<file path="src/rtl/wb_ahb_pkg.sv">
// Shared AHB-Lite encodings and bridge FSM states for the Wishbone-to-AHB bridge.
package wb_ahb_pkg;

  localparam logic [1:0] HTRANS_IDLE   = 2'b00;
  localparam logic [1:0] HTRANS_BUSY   = 2'b01;
  localparam logic [1:0] HTRANS_NONSEQ = 2'b10;
  localparam logic [1:0] HTRANS_SEQ    = 2'b11;

  localparam logic [1:0] HRESP_OKAY    = 2'b00;
  localparam logic [1:0] HRESP_ERROR   = 2'b01;
  localparam logic [1:0] HRESP_RETRY   = 2'b10;
  localparam logic [1:0] HRESP_SPLIT   = 2'b11;

  localparam logic [2:0] HSIZE_BYTE    = 3'b000;
  localparam logic [2:0] HSIZE_HALF    = 3'b001;
  localparam logic [2:0] HSIZE_WORD    = 3'b010;
  localparam logic [2:0] HSIZE_DWORD   = 3'b011;

  localparam logic [2:0] HBURST_SINGLE = 3'b000;

  typedef enum logic [1:0] {
    ST_IDLE,
    ST_ADDR,
    ST_DATA,
    ST_RESP
  } state_t;

endpackage

</file>
<file path="src/rtl/wb_ahb_bridge_if.sv">
// Wishbone slave side and AHB-Lite master side of the bridge; one instance may carry both.
interface wb_ahb_bridge_if #(
  parameter int AWIDTH = 32,
  parameter int DWIDTH = 32
);

  logic                  cyc_i;
  logic                  stb_i;
  logic                  we_i;
  logic [DWIDTH/8-1:0]   sel_i;
  logic [AWIDTH-1:0]     addr_i;
  logic [DWIDTH-1:0]     data_i;
  logic [DWIDTH-1:0]     data_o;
  logic                  ack_o;
  logic                  err_o;

  logic [AWIDTH-1:0]     haddr;
  logic [1:0]            htrans;
  logic                  hwrite;
  logic [2:0]            hsize;
  logic [2:0]            hburst;
  logic [DWIDTH-1:0]     hwdata;
  logic [DWIDTH-1:0]     hrdata;
  logic                  hready;
  logic [1:0]            hresp;

  modport wb_slave (
    input  cyc_i, stb_i, we_i, sel_i, addr_i, data_i,
    output data_o, ack_o, err_o
  );

  modport wb_master (
    output cyc_i, stb_i, we_i, sel_i, addr_i, data_i,
    input  data_o, ack_o, err_o
  );

  modport ahb_master (
    output haddr, htrans, hwrite, hsize, hburst, hwdata,
    input  hrdata, hready, hresp
  );

  modport ahb_slave (
    input  haddr, htrans, hwrite, hsize, hburst, hwdata,
    output hrdata, hready, hresp
  );

endinterface

</file>
<file path="src/rtl/wb_ahb_sel_decode.sv">
// Combinational byte-select decode: legality, HSIZE and the low address bits of the lowest lane.
module wb_ahb_sel_decode
  import wb_ahb_pkg::*;
#(
  parameter int DWIDTH = 32
) (
  input  logic [DWIDTH/8-1:0]         sel,
  output logic                        legal,
  output logic [2:0]                  hsize,
  output logic [$clog2(DWIDTH/8)-1:0] lsb
);

  localparam int NB = DWIDTH / 8;
  localparam int LW = $clog2(NB);

  // Later matches override earlier ones; the patterns are disjoint anyway.
  always_comb begin
    legal = 1'b0;
    hsize = HSIZE_WORD;
    lsb   = '0;
    for (int i = 0; i < NB; i++) begin
      if (sel == (NB'(1) << i)) begin
        legal = 1'b1;
        hsize = HSIZE_BYTE;
        lsb   = LW'(i);
      end
    end
    for (int i = 0; i < NB; i += 2) begin
      if (sel == (NB'(3) << i)) begin
        legal = 1'b1;
        hsize = HSIZE_HALF;
        lsb   = LW'(i);
      end
    end
    for (int i = 0; i < NB; i += 4) begin
      if (sel == (NB'(15) << i)) begin
        legal = 1'b1;
        hsize = HSIZE_WORD;
        lsb   = LW'(i);
      end
    end
    if (NB == 8 && sel == '1) begin
      legal = 1'b1;
      hsize = HSIZE_DWORD;
      lsb   = '0;
    end
  end

endmodule

</file>
<file path="src/rtl/wb_ahb_bridge.sv">
// Wishbone classic slave to AHB-Lite master: one NONSEQ SINGLE per cycle, 3 clocks stb-to-ack at zero wait.
// AHB hready stalls the FSM; a dropped cyc/stb lets the bus transfer finish silently.
module wb_ahb_bridge
  import wb_ahb_pkg::*;
#(
  parameter int AWIDTH    = 32,
  parameter int DWIDTH    = 32,
  parameter int RETRY_MAX = 4
) (
  input  logic                clk_i,
  input  logic                rst_i,
  wb_ahb_bridge_if.wb_slave   wb,
  wb_ahb_bridge_if.ahb_master ahb
);

  localparam int NB = DWIDTH / 8;
  localparam int LW = $clog2(NB);
  localparam int CW = $clog2(RETRY_MAX + 2);
  localparam logic [CW-1:0]     RMAX     = CW'(RETRY_MAX);
  localparam logic [AWIDTH-1:0] LOW_MASK = AWIDTH'((1 << LW) - 1);

  state_t              state;
  logic [CW-1:0]       retry_cnt;
  logic                abort_q;
  logic [AWIDTH-1:0]   haddr_q;
  logic [1:0]          htrans_q;
  logic                hwrite_q;
  logic [2:0]          hsize_q;
  logic [DWIDTH-1:0]   hwdata_q;
  logic [DWIDTH-1:0]   data_q;
  logic                ack_q;
  logic                err_q;

  logic                sel_legal;
  logic [2:0]          sel_hsize;
  logic [LW-1:0]       sel_lsb;
  logic                req;
  logic                drop;
  logic                resp_ok;
  logic                finish;

  wb_ahb_sel_decode #(.DWIDTH(DWIDTH)) u_sel_decode (
    .sel   (wb.sel_i),
    .legal (sel_legal),
    .hsize (sel_hsize),
    .lsb   (sel_lsb)
  );

  assign req     = wb.cyc_i & wb.stb_i;
  assign drop    = abort_q | ~req;
  assign resp_ok = (ahb.hresp == HRESP_OKAY);
  // RETRY/SPLIT reissues only while budget remains and the master still waits.
  assign finish  = resp_ok || (ahb.hresp == HRESP_ERROR) || drop || (retry_cnt >= RMAX);

  always_ff @(posedge clk_i) begin
    if (rst_i) begin
      state     <= ST_IDLE;
      retry_cnt <= '0;
      abort_q   <= 1'b0;
      haddr_q   <= '0;
      htrans_q  <= HTRANS_IDLE;
      hwrite_q  <= 1'b0;
      hsize_q   <= HSIZE_WORD;
      hwdata_q  <= '0;
      data_q    <= '0;
      ack_q     <= 1'b0;
      err_q     <= 1'b0;
    end else begin
      ack_q <= 1'b0;
      err_q <= 1'b0;
      unique case (state)
        ST_IDLE: begin
          abort_q <= 1'b0;
          if (req) begin
            if (sel_legal) begin
              haddr_q  <= (wb.addr_i & ~LOW_MASK) | AWIDTH'(sel_lsb);
              hwrite_q <= wb.we_i;
              hsize_q  <= sel_hsize;
              hwdata_q <= wb.data_i;
              htrans_q <= HTRANS_NONSEQ;
              state    <= ST_ADDR;
            end else begin
              err_q <= 1'b1;
              state <= ST_RESP;
            end
          end
        end
        ST_ADDR: begin
          if (!req) abort_q <= 1'b1;
          if (ahb.hready) begin
            htrans_q <= HTRANS_IDLE;
            state    <= ST_DATA;
          end
        end
        ST_DATA: begin
          if (!req) abort_q <= 1'b1;
          if (ahb.hready) begin
            if (finish) begin
              retry_cnt <= '0;
              if (drop) begin
                state <= ST_IDLE;
              end else begin
                ack_q <= resp_ok;
                err_q <= ~resp_ok;
                if (resp_ok && !hwrite_q) data_q <= ahb.hrdata;
                state <= ST_RESP;
              end
            end else begin
              retry_cnt <= retry_cnt + 1'b1;
              htrans_q  <= HTRANS_NONSEQ;
              state     <= ST_ADDR;
            end
          end
        end
        ST_RESP: begin
          retry_cnt <= '0;
          state     <= ST_IDLE;
        end
        default: state <= ST_IDLE;
      endcase
    end
  end

  assign ahb.haddr  = haddr_q;
  assign ahb.htrans = htrans_q;
  assign ahb.hwrite = hwrite_q;
  assign ahb.hsize  = hsize_q;
  assign ahb.hburst = HBURST_SINGLE;
  assign ahb.hwdata = hwdata_q;
  assign wb.data_o  = data_q;
  assign wb.ack_o   = ack_q;
  assign wb.err_o   = err_q;

endmodule

</file>
<file path="src/flat_wrapper.sv">
// flat-port wrapper written by rule: the top's interface ports become plain ports
module wb_ahb_bridge_flat import wb_ahb_pkg::*;
#(
  parameter int AWIDTH    = 32,
  parameter int DWIDTH    = 32,
  parameter int RETRY_MAX = 4
)
  (clk_i, rst_i, wb_cyc_i, wb_stb_i, wb_we_i, wb_sel_i, wb_addr_i, wb_data_i, wb_data_o, wb_ack_o, wb_err_o, ahb_haddr, ahb_htrans, ahb_hwrite, ahb_hsize, ahb_hburst, ahb_hwdata, ahb_hrdata, ahb_hready, ahb_hresp);
  wb_ahb_bridge_if #(.AWIDTH(AWIDTH), .DWIDTH(DWIDTH)) wb_i ();
  wb_ahb_bridge_if #(.AWIDTH(AWIDTH), .DWIDTH(DWIDTH)) ahb_i ();
  input  logic clk_i;
  input  logic rst_i;
  input wire logic [$bits(wb_i.cyc_i)-1:0] wb_cyc_i;
  input wire logic [$bits(wb_i.stb_i)-1:0] wb_stb_i;
  input wire logic [$bits(wb_i.we_i)-1:0] wb_we_i;
  input wire logic [$bits(wb_i.sel_i)-1:0] wb_sel_i;
  input wire logic [$bits(wb_i.addr_i)-1:0] wb_addr_i;
  input wire logic [$bits(wb_i.data_i)-1:0] wb_data_i;
  output wire logic [$bits(wb_i.data_o)-1:0] wb_data_o;
  output wire logic [$bits(wb_i.ack_o)-1:0] wb_ack_o;
  output wire logic [$bits(wb_i.err_o)-1:0] wb_err_o;
  output wire logic [$bits(ahb_i.haddr)-1:0] ahb_haddr;
  output wire logic [$bits(ahb_i.htrans)-1:0] ahb_htrans;
  output wire logic [$bits(ahb_i.hwrite)-1:0] ahb_hwrite;
  output wire logic [$bits(ahb_i.hsize)-1:0] ahb_hsize;
  output wire logic [$bits(ahb_i.hburst)-1:0] ahb_hburst;
  output wire logic [$bits(ahb_i.hwdata)-1:0] ahb_hwdata;
  input wire logic [$bits(ahb_i.hrdata)-1:0] ahb_hrdata;
  input wire logic [$bits(ahb_i.hready)-1:0] ahb_hready;
  input wire logic [$bits(ahb_i.hresp)-1:0] ahb_hresp;
  assign wb_i.cyc_i = wb_cyc_i;
  assign wb_i.stb_i = wb_stb_i;
  assign wb_i.we_i = wb_we_i;
  assign wb_i.sel_i = wb_sel_i;
  assign wb_i.addr_i = wb_addr_i;
  assign wb_i.data_i = wb_data_i;
  assign wb_data_o = wb_i.data_o;
  assign wb_ack_o = wb_i.ack_o;
  assign wb_err_o = wb_i.err_o;
  assign ahb_haddr = ahb_i.haddr;
  assign ahb_htrans = ahb_i.htrans;
  assign ahb_hwrite = ahb_i.hwrite;
  assign ahb_hsize = ahb_i.hsize;
  assign ahb_hburst = ahb_i.hburst;
  assign ahb_hwdata = ahb_i.hwdata;
  assign ahb_i.hrdata = ahb_hrdata;
  assign ahb_i.hready = ahb_hready;
  assign ahb_i.hresp = ahb_hresp;
  wb_ahb_bridge #(.AWIDTH(AWIDTH), .DWIDTH(DWIDTH), .RETRY_MAX(RETRY_MAX)) u_core (.clk_i(clk_i), .rst_i(rst_i), .wb(wb_i), .ahb(ahb_i));
endmodule
</file>
<file path="config.mk">
export PLATFORM = sky130hd
export DESIGN_NAME = wb_ahb_bridge_flat
export DESIGN_NICKNAME = d
export VERILOG_FILES = /design/src/rtl/wb_ahb_pkg.sv /design/src/rtl/wb_ahb_bridge_if.sv /design/src/rtl/wb_ahb_sel_decode.sv /design/src/rtl/wb_ahb_bridge.sv /design/src/flat_wrapper.sv
export SDC_FILE = /design/constraint.sdc
export NUM_CORES = 1
export LEC_CHECK = 0
export BUFFER_PORTS_ARGS = -buffer_cell sky130_fd_sc_hd__buf_2
export CAP_MARGIN = 20
export CORE_MARGIN = 1.5
export CORE_UTILIZATION = 48
export DETAILED_ROUTE_END_ITERATION = 8
export MAX_ROUTING_LAYER = met4
export PLACE_DENSITY = 0.92
export SLEW_MARGIN = 20
export SYNTH_ARGS = -nofsm -noshare
export SYNTH_HDL_FRONTEND = slang
export SYNTH_SLANG_ARGS = --single-unit
</file>
<file path="constraint.sdc">
create_clock -name clk_i -period 4.98 [get_ports clk_i]
set_input_delay 0.747 -clock clk_i [delete_from_list [all_inputs] [get_ports clk_i]]
set_output_delay 0.747 -clock clk_i [all_outputs]
set_load 0.01 [all_outputs]
</file>
# Word level (Yosys, flattened, before mapping)
# Index checks and enable logic that the tools add are counted.
# totals
output_inout_bits	107
ff_bits	110
inputBits	108
# classes
order_cmp	1
n_reduce_logical	18
muxes	44
add_sub_neg	1
n_eq_ne	17
bitwise_logic	9
# ops
cell	n
$mux W2	17
$or A32 B2 Y32	1
$mux W3	8
$mux W1	14
$eq A4 B4 Y1 const B	3
$eq A4 B2 Y1 const B	2
$ne A2 B2 Y1 const B	4
$pmux W2 S4	1
$not A1 Y1	6
$pmux W2 S3	1
$pmux W3 S2	1
$reduce_and A3 Y1	2
$reduce_and A6 Y1	1
$reduce_and A5 Y1	1
$reduce_or A5 Y1	1
$eq A2 B1 Y1 const B	2
$eq A2 B2 Y1 const B	2
$eq A4 B1 Y1 const B	1
$eq A4 B3 Y1 const B	1
$logic_not A2 Y1	2
$ne A2 B1 Y1 const B	2
$pmux W1 S2	2
$reduce_and A2 Y1	2
$reduce_bool A2 Y1	2
9 further kinds	11

# Logic depth before layout (Yosys ltp)
# Gate-level depths: netlist (run 1).
# logic_depth
ltp_word	11
mapped_depth	9

# Modules after synthesis
# Synthesis (run 1) repeated with hierarchy kept, for this count alone.
# hier_totals
cells_unflattened	514
hier_area_um2	4246.6
# modules_own_cells
mod	seq_area_each_um2	n_inst	area_per_inst_um2	cells_each
wb_ahb_bridge	2182.1	1	4157.7	500
wb_ahb_sel_decode	0.0	1	88.8	14

# Worst setup path after synthesis (run 1)
# No wires, ideal clock.
# synth_timing
kind	in2reg
startpoint	input port wb_cyc_i
endpoint	register u_core.data_q[10], in the netlist u_core.wb.data_o[10]
setup_slack_ns	2.993
t_arrival_ns	1.854
path_buffers	2
required_time_ns	4.848
setup_time_ns	0.132
path_stages	7
cell_sequence	and4b_1 nand2_1 or4_1 buf_2 buf_6 nand2_1 a21oi_1
# synth_between
elab_chain_cells	6
word_cells_on_any_way	7
cone_classes	bitwise (4); reduce/logical (3)
# synth_lines
item	line	text
start, declared	flat_wrapper.sv:13	input wire logic [$bits(wb_i.cyc_i)-1:0] wb_cyc_i;
$and A1 B1 Y1 *	wb_ahb_bridge.sv:49	assign req = wb.cyc_i & wb.stb_i;
$not A1 Y1 *	wb_ahb_bridge.sv:50	assign drop = abort_q | ~req;
$or A1 B1 Y1 *	wb_ahb_bridge.sv:50	
$logic_or A1 B1 Y1 (2 in series)	wb_ahb_bridge.sv:53	assign finish = resp_ok || (ahb.hresp == HRESP_ERROR) || drop || (retry_cnt >= RMAX);
$reduce_and A5 Y1 (no line) *	n/a	
end signal, assigned	wb_ahb_bridge.sv:105	if (resp_ok && !hwrite_q) data_q <= ahb.hrdata;
end, declared	wb_ahb_bridge.sv:30	logic [DWIDTH-1:0] data_q;
# Mark *: on every way between the ends. The rest lies on a longest branch, timed or not.
# A chain may end at the register's enable or synchronous reset.

# Final worst setup path (run 1)
# layout_timing
startpoint	register u_core.state[0]
endpoint	register u_core.hwdata_q[20], in the netlist u_core.ahb.hwdata[20]
# layout_between
elab_chain_cells	2
# layout_lines
item	line	text
start, declared	wb_ahb_bridge.sv:22	state_t state;
start signal, assigned	wb_ahb_bridge.sv:57	state <= ST_IDLE;
start signal, assigned	wb_ahb_bridge.sv:81	state <= ST_ADDR;
start signal, assigned	wb_ahb_bridge.sv:84	state <= ST_RESP;
$logic_not A2 Y1	wb_ahb_bridge.sv:71	unique case (state)
$reduce_and A3 Y1 (no line)	n/a	
end signal, assigned	wb_ahb_bridge.sv:79	hwdata_q <= wb.data_i;
end, declared	wb_ahb_bridge.sv:29	logic [DWIDTH-1:0] hwdata_q;
# Every way passes these cells.

==> reports/results.tsv, run 1 <==
metric	value	unit
cts-root-buf	clkbuf_8	
cts_setup_buffers	0	
final_cell_mix	buf_2 (206), dfxtp_1 (108), nor2_1 (75)	
start_util	49.61	%
grt_pass1_wl	14610	µm
cp_slowest_stage_delay	840	ps
drt_iter0_markers	131	
design.core.area	0.008217	mm²
dp_hpwl	7122	µm
fin_util	64.79	%
vias	3651	
synth_cell_types	39	
grt_usage	21.23	%
io_buffer_count	207	
slew_violations	0	
skew	14.28	ps
holdWs	454.4	ps
synth.avg_cell_area	9.458	µm²
antenna_left	0	
path_cells	inv_1 -> ha_1 -> nand3_1 -> a31oi_4 -> buf_12 -> mux2i_1 -> nor2_1	
rows	33	
whs_path_depth	2	
areaGrowthSynthToFinish	30.60	%
ys_ff_latch	108	
cellLeakagePower	2.449	nW
ctsHoldBuffers	0	
drive_above_1_share	36.04	%
insertion_delay	350	ps
cp_max_fo	46	
arrival	2910	ps
antenna_found_initial	0	
crit_slowest_cell	a31oi_4	
grt_max_degree	110	
cts_tree	yes	
status	completed	
numClockSinks	108	
rsz0062_at_grt	no	
dieArea	0.009054	mm²
dieHeight	95.16	µm
antennaDiodeCount	0	
ff2ff_path_depth	7	
wirelength	9778	µm
cp_data_required_time	5190	ps
period_share	54.31	%
layout.nets	737	
critPathBufInv	2	
h-tree-depth	3	
grt_pass1_vias	3402	
mostFrequentLayoutCell	buf_2	
maxCapViolCount	0	
viasPerCell	4.988	
synth_flop_cell	dfxtp_1	
cp-start-kind	flip-flop	
setup_viol	0	
hold_viol_final	0	
worst-path-stages	7	
wl_per_cell	13.36	µm
cts_resized	0	
clockBufferDepth	2	
clk_pin_slew_worst_paths	100	ps
gp_congestion	0.7486	
fmax	369.8	MHz
period_minus_slack	2705	ps
worst_slew_pin_slew	1080	ps
drc	0	
path_class	reg -> reg	
ios	215	
hold_class	reg -> reg	
numCtsBuffers	9	
first_pass_iters	5	
slew_headroom	28.00	%
synth_edf_count	0	
cp-end-kind	flip-flop	
yosysSeqAreaShare	53.04	%
synthArstFlopShare	0	%
ys_warn_count	0	
p_per_area	345.8	mW/mm²
syn_area	0.004076	mm²
cp_top_family	compound AO/OA/AOI/OAI gates	
fin_setup_tns	0	ps
die_w	95.16	µm
ir_drop	0.1618	mV
synthCells	431	
grt.overflow.total	0	
## per-layer routing
layer	global-route usage [%]	part of all wire, %	up-vias	wire, µm
li1	-	-	1805	-
met4	8.458	1.7	0	162
met1	20.48	39	1661	3808
met3	6.459	8.9	16	867
met2	39.13	51	169	4940
met5	-	0	-	0
## kinds of logic (layout without fill, tap and decap cells)
logic type / after synthesis / after routing / share of synthesized area, %
AND/OR/NAND/NOR: 158 / 158 / 15.53
adder cells (fa/ha/maj): 5 / 5 / 1.535
AO/OA/AOI/OAI: 54 / 54 / 7.827
XOR/XNOR: 1 / 1 / 0.2149
flip-flops: 108 / 108 / 53.04
buffers and inverters: 36 / 228 / 5.034
other: 1 / 5 / 0.09199
multiplexers: 68 / 68 / 16.73
## sequential cells by signal, indices dropped and copies added (netlist names), 2 cells and up
register / count
u_core.ahb.hwdata: 32
u_core.ahb.haddr: 32
u_core.state: 2
u_core.wb.data_o: 32
u_core.ahb.hsize: 2
u_core.retry_cnt: 3
## cells in the mapped netlist, types with 2 or more instances
master    instances  area, µm²
dfxtp_1         108       2162
nor2_1           75      281.5
nand2_1          69      259.0
mux2i_1          67      670.6
a21oi_1          37      185.2
clkbuf_1         11      41.29
buf_2             8      40.04
buf_4             6      45.04
buf_6             5      56.30
ha_1              5      62.56
inv_1             5      18.77
nor3_1            3      15.01
a22oi_1           2      15.01
nand2b_1          2      12.51
nand3_1           2      10.01
o21ai_0           2      10.01
o21ai_1           2      10.01
## final timing paths
check                                                       from                                 end  slack [ps]
worst min register to register  u_core.wb.data_o[3]$_SDFFE_PP0P_    u_core.wb.data_o[3]$_SDFFE_PP0P_         450
worst min-delay path            u_core.wb.data_o[3]$_SDFFE_PP0P_    u_core.wb.data_o[3]$_SDFFE_PP0P_         450
worst max-delay path                u_core.state[0]$_SDFFE_PP0P_  u_core.ahb.hwdata[20]$_SDFFE_PP0P_        2280
worst max register to register      u_core.state[0]$_SDFFE_PP0P_  u_core.ahb.hwdata[20]$_SDFFE_PP0P_        2280
## area by class of cell
type	instances	area (µm²)
clock buffer	10	127.6
sequential	108	2162
clock inverter	4	76.32
timing repair buffer	209	1066
inverter	5	18.77
fill	656	2893
multi-input combinational	291	1742
tap	105	131.4
## per-stage QoR
| step | setup slack [ps] | cells | total power, mW | cell area [µm²] |
|---|---|---|---|---|
| 4_1_cts | 2249 | 732 | 1.858 | 5324 |
| 3_5_place_dp | 2021 | 718 | 1.302 | 5120 |
| 3_3_place_gp | 2171 | 718 | 1.284 | 5120 |
| 5_1_grt | 2048 | 732 | 1.933 | 5324 |
| 2_1_floorplan | 2993 | 435 | 1.183 | 4091 |
| 6_report | 2276 | 732 | 1.841 | 5324 |
## power breakdown
part	switching, mW	internal (mW)
clock network	0.277	0.279
logic	0.185	0.157
registers	0.0289	0.913
total	0.491	1.35
## worst min-delay path: stages (launching register included)
cell and delay (ps):
dfxtp_1 310, nand2_1 50, a21oi_1 50
(Power assumes the default switching activity.)
==> run 2, diff against run 1 <==
Settings changed: ABC_AREA from default to 1, CORE_UTILIZATION 48 to 45, PLACE_DENSITY 0.92 to 0.87.
Clock period 4.98 ns to 2.6 ns, I/O delays scaled along.
==> run 2 against run 1 <==
  * Register-to-register slack got worse by 1800 ps
  * Die area up 7.0%
  * Synthesized area is 0.52% higher
  * Sequential share of layout area grew 0.33 points
  * Power up 98%
  * Critical path type unchanged
  * First-iteration DRC count grew 47%
  * Routed wire length rose by 3.0%
  * Final cell count increased by 14%
  * Synthesized cell count is 23% higher
  * Worst hold slack lost 190 ps
  * Cell area is 0.80% lower
==> reports/results.tsv, run 2 <==
metric	value	unit	change
p_per_area	691.4	mW/mm²	+100%
yosysSeqAreaShare	52.76	%	-0.28 points
rsz0062_at_grt	no		
grt_usage	20.86	%	-0.37 points
synth_cell_types	25		-36%
ios	215		unchanged
worst_slew_pin_slew	804.9	ps	-275.1 ps
nFillCells	800		+22%
dpl_worst_slack	503.9	ps	-1517 ps
cts-root-buf	clkbuf_8		
wl_per_cell	12.06	µm	-9.7%
grt_pass1_vias	3873		+14%
drt_iter0_markers	192		+47%
drive_above_1_share	32.32	%	-3.7 points
areaGrowthSynthToFinish	28.89	%	
cp_max_fo	46		unchanged
ys_top_cells_by_area	dfxtp_1 (53%), nor2_1 (19%), o21ai_0 (11%)		
cp_data_required_time	2880	ps	-2310 ps
rr_startpoint	u_core.state[0]$_SDFFE_PP0P_		
skew	16.59	ps	+2.311 ps
start_util	46.76	%	-2.9 points
numClockSinks	108		unchanged
grt_pass1_wl	16420	µm	+12%
dieArea	0.009687	mm²	+7.0%
final_cell_mix	nor2_1 (207), buf_2 (207), dfxtp_1 (108)		
synth.avg_cell_area	7.702	µm²	-19%
h-tree-depth	3		unchanged
insertion_delay	360	ps	about the same
timing.rr.end	u_core.ahb.haddr[26]$_SDFFE_PP0P_		
finalWorstSetupSlack	518.9	ps	-1757 ps
cp-start-kind	flip-flop		
cts_tree	yes		
period_share	80.04	%	+26 points
synth_flop_cell	dfxtp_1		
hold_viol_final	0		unchanged
yosysTopAreaCellShare	52.76	%	-0.28 points
clk_pin_slew_worst_paths	90	ps	about the same
die_w	98.43	µm	+3.4%
slew_violations	0		unchanged
syn_area	0.004098	mm²	+0.52%
power	3.651	mW	+98%
design.core.area	0.008763	mm²	+6.7%
ys_ff_latch	108		unchanged
antenna_found_initial	0		unchanged
status	completed		
hold_end	u_core.retry_cnt[2]$_SDFFE_PP0P_		
cts_resized	0		unchanged
cp-end-kind	flip-flop		
period_minus_slack	2081	ps	-623.4 ps
fmax	480.5	MHz	+30%
min_from	rst_i		
antenna_left	0		unchanged
viasPerCell	4.862		-2.5%
path_class	reg -> reg		
synthCells	532		+23%
dieHeight	98.43	µm	+3.4%
synthArstFlopShare	0	%	unchanged
wirelength	10070	µm	+3.0%
gp_congestion	0.8640		+15%
rows	34		+3.0%
whs_path_depth	2		unchanged
grt_max_degree	61		-45%
maxCapViolCount	0		unchanged
setup_viol	0		unchanged
drc	0		unchanged
numCtsBuffers	9		unchanged
yosysTopAreaCell	dfxtp_1		
cts_setup_buffers	0		unchanged
hold_class	in -> reg		
ff2ff_path_depth	9		+2
ys_warn_count	0		unchanged
dp_hpwl	7408	µm	+4.0%
grt.overflow.total	0		unchanged
synth_edf_count	0		unchanged
cellLeakagePower	2.582	nW	+5.4%
layout.nets	835		+13%
yosysMostFrequentCell	nor2_1		
ir_drop	0.3731	mV	+130%
slew_headroom	46.26	%	+18 points
clockBufferDepth	2		unchanged
first_pass_iters	5		unchanged
io_buffer_count	207		unchanged
vias	4060		+11%
synth_common_cells	nor2_1 (207), dfxtp_1 (108), o21ai_0 (91), inv_1 (18), clkbuf_1 (17)		
arrival	2370	ps	-540 ps
ctsHoldBuffers	0		unchanged
r2r_setup_slack	520	ps	-1760 ps
antennaDiodeCount	0		unchanged
fin_setup_tns	0	ps	unchanged
run 2: cell type report:
class	count	area, µm²	share of cell area, %
clock buffer	12	145.1	2.748
clock inverter	4	33.78	0.6397
inverter	23	88.84	1.682
multi-input combinational	369	1625	30.77
sequential	108	2162	40.94
tap	108	135.1	2.559
timing repair buffer	211	1091	20.66
run 2: layer usage:
layer  part of all wire (%)  vias up  track usage, %
met2                     52      150           37.57
li1                       -     2067               -
met5                      0        -               -
met1                     41     1831           22.27
met3                    6.3       12           5.319
met4                    1.3        0           6.826
run 2: cell families after synthesis:
kind of cell / count (synthesis) / share of synthesized area (%)
buf+inv: 59 / 7.939
flops: 108 / 52.76
fa+ha+maj: 5 / 1.527
other cells: 1 / 0.09152
compound gates: 114 / 14.08
simple gates: 245 / 23.60
run 2: how the worst max path moves through the flow:
| stage | start | endpoint | cells after the start |
|---|---|---|---|
| after global placement | wb_sel_i[2] | u_core.ahb.haddr[6]$_SDFFE_PP0P_ | 11 |
| after CTS | u_core.state[1]$_SDFFE_PP0P_ | u_core.ahb.haddr[0]$_SDFFE_PP0P_ | 9 |
| after floorplan | u_core.state[0]$_SDFFE_PP0P_ | u_core.ahb.haddr[11]$_SDFFE_PP0P_ | 9 |
| after global routing | u_core.state[1]$_SDFFE_PP0P_ | u_core.ahb.haddr[27]$_SDFFE_PP0P_ | 9 |
| final | u_core.state[0]$_SDFFE_PP0P_ | u_core.ahb.haddr[26]$_SDFFE_PP0P_ | 9 |
| after detailed placement | wb_sel_i[2] | u_core.ahb.haddr[0]$_SDFFE_PP0P_ | 11 |
run 2: critical path: stages (launching register included):
cell and delay (ps):
dfxtp_1 350, inv_1 100, ha_1 240, inv_1 70, nor2_1 230, nand2_4 220, inv_4 420, buf_12 220
nor2_1 50, nor2_1 100
run 2: where the power goes:
group          switching, mW  internal (mW)
combinational          0.502          0.334
sequential            0.0780           1.80
clock                  0.556          0.384
total                   1.14           2.52
run 2: per-stage QoR:
stage               hold slack (ps)  area (µm²)  cells  util [%]
finish                        263.2        5281    835     60.27
global route                  251.2        5281    835     60.27
CTS                           244.4        5281    835     60.27
detailed placement            463.5        5102    819     58.22
global placement              455.4        5102    819     58.22
floorplan                     438.0        4113    536         -
